==> src/rtl/oled_pkg.sv <==
// Shared definitions for the OLED refresh path: scheduler states, transfer
// kinds and snapshot widths used by the scheduler, sequencer and I2C master.
package oled_pkg;

    typedef enum logic [2:0] {
        ST_POWERUP     = 3'd0,
        ST_INIT_START  = 3'd1,
        ST_INIT_WAIT   = 3'd2,
        ST_IDLE        = 3'd3,
        ST_FRAME_START = 3'd4,
        ST_FRAME_WAIT  = 3'd5
    } sched_state_e;

    localparam logic KIND_INIT  = 1'b0;
    localparam logic KIND_FRAME = 1'b1;

    localparam int SCREEN_W = 8;
    localparam int NEEDS_W  = 33;

    typedef struct packed {
        logic [SCREEN_W-1:0] screen;
        logic [NEEDS_W-1:0]  needs;
    } snapshot_t;

    // Largest of four cycle counts; sizes the shared counter width.
    function automatic int unsigned max4(input int unsigned a, input int unsigned b,
                                         input int unsigned c, input int unsigned d);
        int unsigned m;
        m = a;
        if (b > m) m = b;
        if (c > m) m = c;
        if (d > m) m = d;
        return m;
    endfunction

endpackage

==> src/rtl/oled_sched_timer.sv <==
// Saturating cycle counter: clear has priority, counts while enabled and
// stops once the run-time limit is reached.
module oled_sched_timer #(
    parameter int W = 8
) (
    input  logic         clk,
    input  logic         rst_n,
    input  logic         clr_i,
    input  logic         en_i,
    input  logic [W-1:0] limit_i,
    output logic         reached_o
);

    logic [W-1:0] cnt_q, cnt_d;

    assign reached_o = (cnt_q >= limit_i);

    // Next count: clear, else increment until the limit is hit.
    always_comb begin
        cnt_d = cnt_q;
        if (clr_i) begin
            cnt_d = '0;
        end else if (en_i && !reached_o) begin
            cnt_d = cnt_q + W'(1);
        end
    end

    // Count register.
    always_ff @(posedge clk or negedge rst_n) begin
        if (!rst_n) cnt_q <= '0;
        else        cnt_q <= cnt_d;
    end

endmodule

==> src/rtl/oled_refresh_scheduler.sv <==
// Sequences the SSD1306 path: power-up hold-off, one-time init, then
// rate-limited frame refreshes on input change or idle timeout, with a
// watchdog on every transfer and a snapshot frozen across each frame.
module oled_refresh_scheduler
    import oled_pkg::*;
#(
    parameter int unsigned INIT_DELAY_CYCLES = 5_000_000,
    parameter int unsigned MIN_GAP_CYCLES    = 2_500_000,
    parameter int unsigned MAX_IDLE_CYCLES   = 50_000_000,
    parameter int unsigned TIMEOUT_CYCLES    = 10_000_000
) (
    input  logic                clk,
    input  logic                rst_n,
    input  logic [SCREEN_W-1:0] screen_param,
    input  logic [NEEDS_W-1:0]  needs_values,
    input  logic                seq_done,
    output logic                start,
    output logic                start_kind,
    output logic [SCREEN_W-1:0] screen_param_q,
    output logic [NEEDS_W-1:0]  needs_values_q,
    output logic                ready,
    output logic                err,
    output logic [15:0]         frame_count
);

    localparam int CW = $clog2(max4(INIT_DELAY_CYCLES, MIN_GAP_CYCLES,
                                    MAX_IDLE_CYCLES, TIMEOUT_CYCLES)) + 1;

    // Hold-off and watchdog are compared against limit-1 so the state occupies
    // exactly N cycles before the exit edge (the counter starts at 0 on entry).
    localparam logic [CW-1:0] HOLD_LIM = CW'(INIT_DELAY_CYCLES - 1);
    localparam logic [CW-1:0] TMO_LIM  = CW'(TIMEOUT_CYCLES - 1);
    localparam logic [CW-1:0] GAP_LIM  = CW'(MIN_GAP_CYCLES);
    localparam logic [CW-1:0] IDLE_LIM = CW'(MAX_IDLE_CYCLES);

    sched_state_e        state_q, state_d;
    logic                start_q, start_d;
    logic                kind_q, kind_d;
    logic [SCREEN_W-1:0] sp_d;
    logic [NEEDS_W-1:0]  nv_d;
    logic                ready_q, ready_d;
    logic                err_q, err_d;
    logic [15:0]         fc_q, fc_d;
    logic                gap_sat_q, gap_sat_d;

    logic                hold_clr, hold_en, hold_reached;
    logic [CW-1:0]       hold_lim;
    logic                gap_clr, gap_en, gap_reached;
    logic                idle_clr, idle_en, idle_reached;
    logic                done_v, dirty, gap_ok;

    // seq_done is only honoured in the WAIT states and never in the cycle
    // that start is still high (that pulse cannot belong to this transfer).
    assign done_v = seq_done && !start_q &&
                    ((state_q == ST_INIT_WAIT) || (state_q == ST_FRAME_WAIT));
    assign dirty  = ({screen_param, needs_values} != {screen_param_q, needs_values_q});
    assign gap_ok = gap_reached || gap_sat_q;

    // Shared hold-off / watchdog timer, restarted on every state change.
    assign hold_clr = (state_d != state_q);
    assign hold_en  = (state_q == ST_POWERUP) || (state_q == ST_INIT_WAIT) ||
                      (state_q == ST_FRAME_WAIT);
    assign hold_lim = (state_q == ST_POWERUP) ? HOLD_LIM : TMO_LIM;

    oled_sched_timer #(.W(CW)) u_hold (
        .clk       (clk),
        .rst_n     (rst_n),
        .clr_i     (hold_clr),
        .en_i      (hold_en),
        .limit_i   (hold_lim),
        .reached_o (hold_reached)
    );

    // Gap timer: runs everywhere except during a frame transfer.
    assign gap_en = (state_q != ST_FRAME_WAIT);

    oled_sched_timer #(.W(CW)) u_gap (
        .clk       (clk),
        .rst_n     (rst_n),
        .clr_i     (gap_clr),
        .en_i      (gap_en),
        .limit_i   (GAP_LIM),
        .reached_o (gap_reached)
    );

    // Idle timer: restarted on every entry to IDLE so a stale count left by
    // a watchdog abort cannot fire an early forced refresh.
    assign idle_clr = (state_d == ST_IDLE) && (state_q != ST_IDLE);
    assign idle_en  = (state_q == ST_IDLE);

    oled_sched_timer #(.W(CW)) u_idle (
        .clk       (clk),
        .rst_n     (rst_n),
        .clr_i     (idle_clr),
        .en_i      (idle_en),
        .limit_i   (IDLE_LIM),
        .reached_o (idle_reached)
    );

    // Next-state and registered-output logic.
    always_comb begin
        state_d   = state_q;
        start_d   = 1'b0;
        kind_d    = kind_q;
        sp_d      = screen_param_q;
        nv_d      = needs_values_q;
        err_d     = err_q;
        fc_d      = fc_q;
        gap_clr   = 1'b0;
        gap_sat_d = gap_sat_q;
        unique case (state_q)
            ST_POWERUP: begin
                if (hold_reached) state_d = ST_INIT_START;
            end
            ST_INIT_START: begin
                state_d = ST_INIT_WAIT;
                start_d = 1'b1;
                kind_d  = KIND_INIT;
            end
            ST_INIT_WAIT: begin
                if (done_v) begin
                    // First frame after init is not rate limited.
                    state_d   = ST_IDLE;
                    gap_clr   = 1'b1;
                    gap_sat_d = 1'b1;
                end else if (hold_reached) begin
                    state_d = ST_POWERUP;
                    err_d   = 1'b1;
                end
            end
            ST_IDLE: begin
                // Dirty and forced conditions together still yield one frame.
                if ((dirty && gap_ok) || idle_reached) state_d = ST_FRAME_START;
            end
            ST_FRAME_START: begin
                state_d = ST_FRAME_WAIT;
                start_d = 1'b1;
                kind_d  = KIND_FRAME;
                sp_d    = screen_param;
                nv_d    = needs_values;
            end
            ST_FRAME_WAIT: begin
                if (done_v) begin
                    state_d   = ST_IDLE;
                    fc_d      = fc_q + 16'd1;
                    gap_clr   = 1'b1;
                    gap_sat_d = 1'b0;
                end else if (hold_reached) begin
                    state_d = ST_POWERUP;
                    err_d   = 1'b1;
                end
            end
            default: state_d = ST_POWERUP;
        endcase
        ready_d = (state_d == ST_IDLE);
    end

    // State and output registers; everything returns to zero on reset.
    always_ff @(posedge clk or negedge rst_n) begin
        if (!rst_n) begin
            state_q        <= ST_POWERUP;
            start_q        <= 1'b0;
            kind_q         <= KIND_INIT;
            screen_param_q <= '0;
            needs_values_q <= '0;
            ready_q        <= 1'b0;
            err_q          <= 1'b0;
            fc_q           <= '0;
            gap_sat_q      <= 1'b0;
        end else begin
            state_q        <= state_d;
            start_q        <= start_d;
            kind_q         <= kind_d;
            screen_param_q <= sp_d;
            needs_values_q <= nv_d;
            ready_q        <= ready_d;
            err_q          <= err_d;
            fc_q           <= fc_d;
            gap_sat_q      <= gap_sat_d;
        end
    end

    assign start       = start_q;
    assign start_kind  = kind_q;
    assign ready       = ready_q;
    assign err         = err_q;
    assign frame_count = fc_q;

endmodule

==> config.mk <==
export PLATFORM = sky130hd
export DESIGN_NAME = oled_refresh_scheduler
export DESIGN_NICKNAME = d
export VERILOG_FILES = /design/src/rtl/oled_pkg.sv /design/src/rtl/oled_sched_timer.sv /design/src/rtl/oled_refresh_scheduler.sv
export SDC_FILE = /design/constraint.sdc
export NUM_CORES = 1
export LEC_CHECK = 0
export CORE_MARGIN = 4
export CORE_UTILIZATION = 35
export CTS_CLUSTER_DIAMETER = 40
export DETAILED_ROUTE_END_ITERATION = 8
export DONT_BUFFER_PORTS = 1
export HOLD_SLACK_MARGIN = 0.06
export PLACE_DENSITY_LB_ADDON = 0.2
export SKIP_LAST_GASP = 1
export SLEW_MARGIN = 30
export SYNTH_ARGS = -nofsm -noshare
export SYNTH_HDL_FRONTEND = slang
export SYNTH_SLANG_ARGS = --single-unit
==> constraint.sdc <==
create_clock -name clk -period 2.95 [get_ports clk]
set_input_delay 0.59 -clock clk [delete_from_list [all_inputs] [get_ports clk]]
set_output_delay 0.59 -clock clk [all_outputs]
set_load 0.01 [all_outputs]
## Yosys cells after proc, flatten, opt, wreduce, memory -nomap -nowiden

Index checks and enable logic that the tools add are counted.

| word-level totals | value |
|---|---|
| register bits after elaboration | 146 |
| input port bits | 44 |
| output and inout bits | 61 |
| logic and storage cells | 78 |

| operators by class | value |
|---|---|
| add/sub/neg operators | 4 |
| $lt $le $gt $ge | 3 |
| equality and inequality tests | 12 |
| mux-type cells | 19 |
| bitwise gates (word level) | 1 |
| reduce and logical (&&, ||, !) cells | 27 |

Operator list:

| operator | count |
|---|---|
| $mux W27 | 6 |
| $add A27 B1 Y27 const B | 3 |
| $ne A41 B41 Y1 | 1 |
| $ge A27 B22 Y1 const B | 1 |
| $ge A27 B24 Y1 | 1 |
| $ge A27 B26 Y1 const B | 1 |
| $mux W24 | 1 |
| $add A16 B1 Y16 const B | 1 |
| $pmux W3 S5 | 1 |
| $mux W3 | 4 |
| $reduce_bool A2 Y1 | 5 |
| $eq A3 B2 Y1 const B | 3 |
| $logic_and A1 B1 Y1 | 7 |
| $eq A3 B3 Y1 const B | 2 |
| $reduce_and A3 Y1 | 2 |
| $logic_or A1 B1 Y1 | 5 |
| $mux W1 | 5 |
| $logic_not A1 Y1 | 4 |
| $ne A2 B2 Y1 const B | 2 |
| $pmux W1 S2 | 2 |
| $reduce_or A2 Y1 | 2 |
| $eq A3 B1 Y1 const B | 1 |
| $logic_not A3 Y1 | 1 |
| $ne A3 B2 Y1 const B | 1 |
| other kinds (4) | 4 |

## Logic depth before layout (Yosys ltp)

| depth | value |
|---|---|
| word-level depth | 9 |
| depth in mapped cells | 12 |
| gate-level depth less buffers | 10 |

## Modules after synthesis

From an unflattened synthesis, not the netlist that was laid out.

| unflattened totals | value |
|---|---|
| cell total of the unflattened synthesis | 1056 |
| area total of the unflattened synthesis | 10184.8 um2 |

Modules (own cells, without submodules):

| module | times used | cells an instance | area each (um2) | seq. area each (um2) |
|---|---|---|---|---|
| oled_sched_timer (u_hold ...) | 2 | 262 | 2343.5 | 675.6 |
| oled_refresh_scheduler | 1 | 268 | 3200.6 | 1626.6 |
| oled_sched_timer (u_gap) | 1 | 264 | 2297.2 | 675.6 |

## Least setup slack after synthesis

Ideal clock, no wire load.

| timing path | value |
|---|---|
| kind | reg-to-reg |
| from | register state_q[1] |
| to | register u_hold.cnt_q[8] |
| library setup time | 0.078 ns |
| arrival time | 3.102 ns |
| data required time | 2.872 ns |
| slack | -0.229 ns |
| cell stages (with the launch flop) | 12 |
| path buffers | 1 |
| period minus slack after synthesis | 3.179 ns |
| path through | dfrtp_1 nor3_1 inv_2 ha_1 a21oi_1 o21ai_1 a2111oi_2 o311ai_4 or2_1 buf_4 or4_1 a21oi_1 |

| between the ends | value |
|---|---|
| longest elaborated chain between the ends | 8 |
| elaborated cells on any way between the ends | 23 |
| classes of those cells | order compare: 1; eq/ne: 6; mux: 7; reduce/logical: 9 |

Ends and longest elaborated chain:

| what | RTL line | text |
|---|---|---|
| start, declared | oled_refresh_scheduler.sv:36 | `sched_state_e state_q, state_d;` |
| start signal, assigned | oled_refresh_scheduler.sv:171 | `state_q <= state_d;` |
| $logic_not A3 Y1 | oled_refresh_scheduler.sv:61, oled_refresh_scheduler.sv:63, oled_refresh_scheduler.sv:111 |  |
| $mux W24 | oled_refresh_scheduler.sv:63 | `assign hold_lim = (state_q == ST_POWERUP) ? HOLD_LIM : TMO_LIM;` |
| $ge A27 B24 Y1 | oled_sched_timer.sv:16 | `assign reached_o = (cnt_q >= limit_i);` |
| $mux W3 | oled_refresh_scheduler.sv:126, oled_refresh_scheduler.sv:148 |  |
| $mux W3 | oled_refresh_scheduler.sv:121 | `if (done_v) begin` |
| $pmux W3 S5 | oled_refresh_scheduler.sv:111 | `unique case (state_q)` |
| $ne A3 B3 Y1 | oled_refresh_scheduler.sv:60 | `assign hold_clr = (state_d != state_q);` |
| $mux W27 or $reduce_bool A2 Y1 (tied branches) | n/a |  |
| end signal, assigned | oled_sched_timer.sv:31 | `else cnt_q <= cnt_d;` |
| end, declared | oled_sched_timer.sv:14 | `logic [W-1:0] cnt_q, cnt_d;` |

Parallel ways exist; a longest one is shown, timed or not.
A chain may end at the register's enable or synchronous reset.

## Final worst setup path

| timing path | value |
|---|---|
| from | register state_q[2] |
| to | register u_hold.cnt_q[12] |

The elaborated chain is that of the path after synthesis.

==> run metrics <==
core region area=21800 um^2; CTS tree=built; clock skew=0.0140 ns; list of most frequent post-synthesis cells=sky130_fd_sc_hd__dfrtp_1, sky130_fd_sc_hd__nor2_1, sky130_fd_sc_hd__xor2_1, sky130_fd_sc_hd__nand2_1, sky130_fd_sc_hd__mux2_2; clock transition at the registers of the reported paths=about 0.070 ns; area leader, netlist=sky130_fd_sc_hd__dfrtp_1; transition at the pin with the smallest max-transition slack=0.688 ns; primary flip-flop cell chosen by synthesis mapping=sky130_fd_sc_hd__dfrtp_1; total wire length after detailed routing=~18000 um; switching power total=0.00320 W; maximum clock path buffer count=2; count of pins over their slew limit=0; Area contributors post-synth=sky130_fd_sc_hd__dfrtp_1, sky130_fd_sc_hd__xor2_1, sky130_fd_sc_hd__mux2_2; Leakage=roughly 3.8 nW; fraction of layout cells with a size suffix above 1=about a fifth; Sinks on Clock Net=146; clock network fraction of total power=between 20% and 30%; Post-Synthesis Net Count=roughly 810; most frequent cell after synthesis=sky130_fd_sc_hd__dfrtp_1; setup violators final=0; peak supply drop=between 0.4 and 0.5 mV; signal arrival time at the worst endpoint=roughly 3.2 ns; fraction of registers with async set/reset=100%; post-route minimum period=2.88 ns; Max Freq=roughly 350 MHz; die boundary height=156 um; count of warnings emitted by yosys=0; WP data required=3.30 ns; pwr dens=around 920 nW/um^2; maximum capacitance violations=0; pin count of the biggest net entering global routing=147; net count reported at finish=835; GP Congestion=0.830; die extent in x=~160 um; gate count of the mapped netlist=752; via total after detailed routing=5789; register bit total from synthesis=146; initial standard-cell utilization of the core=35.4%; Max H-tree Level=4; Inserted Clock Buffers=17; Post-Syn Area=7700 um^2; relative max-transition margin=between 50% and 60%; Wirelength per Cell=16.9 um; sequential power share=between 40% and 50%; area overhead of the layout relative to synthesis=17.7%; internal portion of total power=0.00513 W; placed wire-length estimate after detailed placement=12400 um; Placement Cell Area=around 8000 um^2; Non-Filler Cell Area, Final=9060 um^2; overall track demand over capacity in global routing=14.8%; post-route worst setup slack=just under 0.07 ns; Clock Latency Late Sink=0.43 ns; class of the most critical setup path=flip-flop to flip-flop; worst hold slack across all endpoints=-0.141 ns; final hold vios=146; violations in the final reports=hold timing; logic gate share of total power=31.0%; share of the synthesized area in the top cell type=47.4%; cell row count=between 50 and 60; crit-path max FO=19; DP Worst Slack=-0.0523 ns; Worst Setup End Kind=flip-flop; outcome=complete, but fails checks; setup repair after global routing missed its margin=true; total overflow reported by the global router=0; violation count after the first detailed-route iteration=356; Sw Share=between 30% and 40%; wire length of the first global-routing pass=29500 um; type of the worst min-delay path=primary input to asynchronous set/reset pin; count of antenna-violating nets left after detailed routing=0; EDFF count, synth=0; launching element type of the critical path=flip-flop; first drt pass iteration count=5; vias in the first global route=between 5000 and 6000; Die Outline Area=24400 um^2; post-synthesis sequential area ratio=47.4%; post-synthesis average cell area=10.2 um^2; Vias/cell=5.40; ports placed on the boundary=105; diode count=0; post-synthesis cell type count=69; number of buffers added on ports=0; number of antenna violations at the first check in global routing=0; clock root buffer master=sky130_fd_sc_hd__clkbuf_16; remaining design rule violation count=0; share of the clock period used by the worst path=97.7%
per-stage QoR:
step                power (W)  TNS, ns  util [%]  std cells
floorplan             0.00523        0         -        752
global placement      0.00585        0      37.6       1030
detailed placement    0.00595   -0.130      37.6       1030
CTS                   0.00814        0      40.4       1062
global route          0.00889   -0.911      41.6       1073
finish                0.00832        0      41.6       1073
layout make-up:
cell class              count  area [um^2]
fillers                  2084        12700
multi-input cells         556         4010
flip-flops and latches    146         3650
clock buffers              17          425
repair buffers             40          384
well taps                 280          350
clock inverters            15          161
inverters                  19         71.3
state kept, by name, summed over array words and instances (netlist names), 3 cells and up:
name	cells
frame_count	16
u_hold.cnt_q	27
state_q	3
screen_param_q	8
u_gap.cnt_q	27
u_idle.cnt_q	27
needs_values_q	33
per-layer routing:
metal / vias to the layer above / GRT usage [%] / wire length [um]
met5: - / 0 / 0
met1: 2882 / 18.5 / 8010
met3: 14 / 4.70 / 1170
met2: 140 / 24.8 / 8820
li1: 2753 / - / -
met4: 0 / 4.34 / 178
path summary, 6_finish.rpt:
check                                     start           endpoint  slack (ns)  depth (start not counted)
worst max register to register       state_q[2]   u_hold.cnt_q[12]        0.07                         11
worst min-delay path                      rst_n   u_hold.cnt_q[14]       -0.14                          0
max in group asynchronous                 rst_n    u_gap.cnt_q[23]        2.78                          0
worst min register to register  u_gap.cnt_q[25]    u_gap.cnt_q[25]        0.48                          1
min in group clk                needs_values[6]  needs_values_q[6]        0.31                          1
worst max-delay path                 state_q[2]   u_hold.cnt_q[12]        0.07                         11
critical path, stage by stage (launching register included):
cell and delay, ns:
sky130_fd_sc_hd__dfrtp_1 0.40, sky130_fd_sc_hd__nor3_4 0.21, sky130_fd_sc_hd__inv_2 0.09, sky130_fd_sc_hd__ha_4 0.24, sky130_fd_sc_hd__a21oi_4 0.12, sky130_fd_sc_hd__o21ai_2 0.08
sky130_fd_sc_hd__a2111oi_4 0.40, sky130_fd_sc_hd__o311ai_4 0.16, sky130_fd_sc_hd__or2_4 0.28, sky130_fd_sc_hd__buf_12 0.16, sky130_fd_sc_hd__or4_1 0.52, sky130_fd_sc_hd__a21oi_2 0.14
repair_timing:
item	CTS	global route
endpoints found under the hold margin	146	146
buffers inserted	0	9
gates resized for setup	1	31
cloned	0	2
setup endpoints to repair	12	27
pin swaps	1	19
power by group through the flow:
stage	Clock [W]	Combinational, W	Sequential [W]
2_1_floorplan	0	0.00183	0.00341
3_3_place_gp	0	0.00224	0.00361
3_5_place_dp	0	0.00231	0.00365
4_1_cts	0.00220	0.00232	0.00362
5_1_grt	0.00230	0.00286	0.00373
6_report	0.00214	0.00258	0.00360
cells in the final DEF, fill, tap and decap left out, types with 21 or more instances in the layout:
cell type,instances
sky130_fd_sc_hd__nand2_1,50
sky130_fd_sc_hd__dfrtp_1,146
sky130_fd_sc_hd__buf_4,32
sky130_fd_sc_hd__xnor2_1,41
sky130_fd_sc_hd__nor2_1,69
sky130_fd_sc_hd__a21oi_1,21
sky130_fd_sc_hd__xor2_1,55
sky130_fd_sc_hd__nand3_1,32
sky130_fd_sc_hd__mux2_2,42
sky130_fd_sc_hd__nor4_1,26
sky130_fd_sc_hd__nor3_1,23
cells by family (layout without fill, tap and decap cells):
family          after synthesis  in the layout  synth area share [%]
flops                       146            146                  47.4
mux                          50             50                  7.18
xor+xnor                     96             96                  10.9
compound gates               94             94                  8.69
fa+ha+maj                    11             11                  1.79
buf+inv                      50             91                  2.76
simple gates                305            305                  21.2
Note: power is estimated with default switching activity, not from simulation.
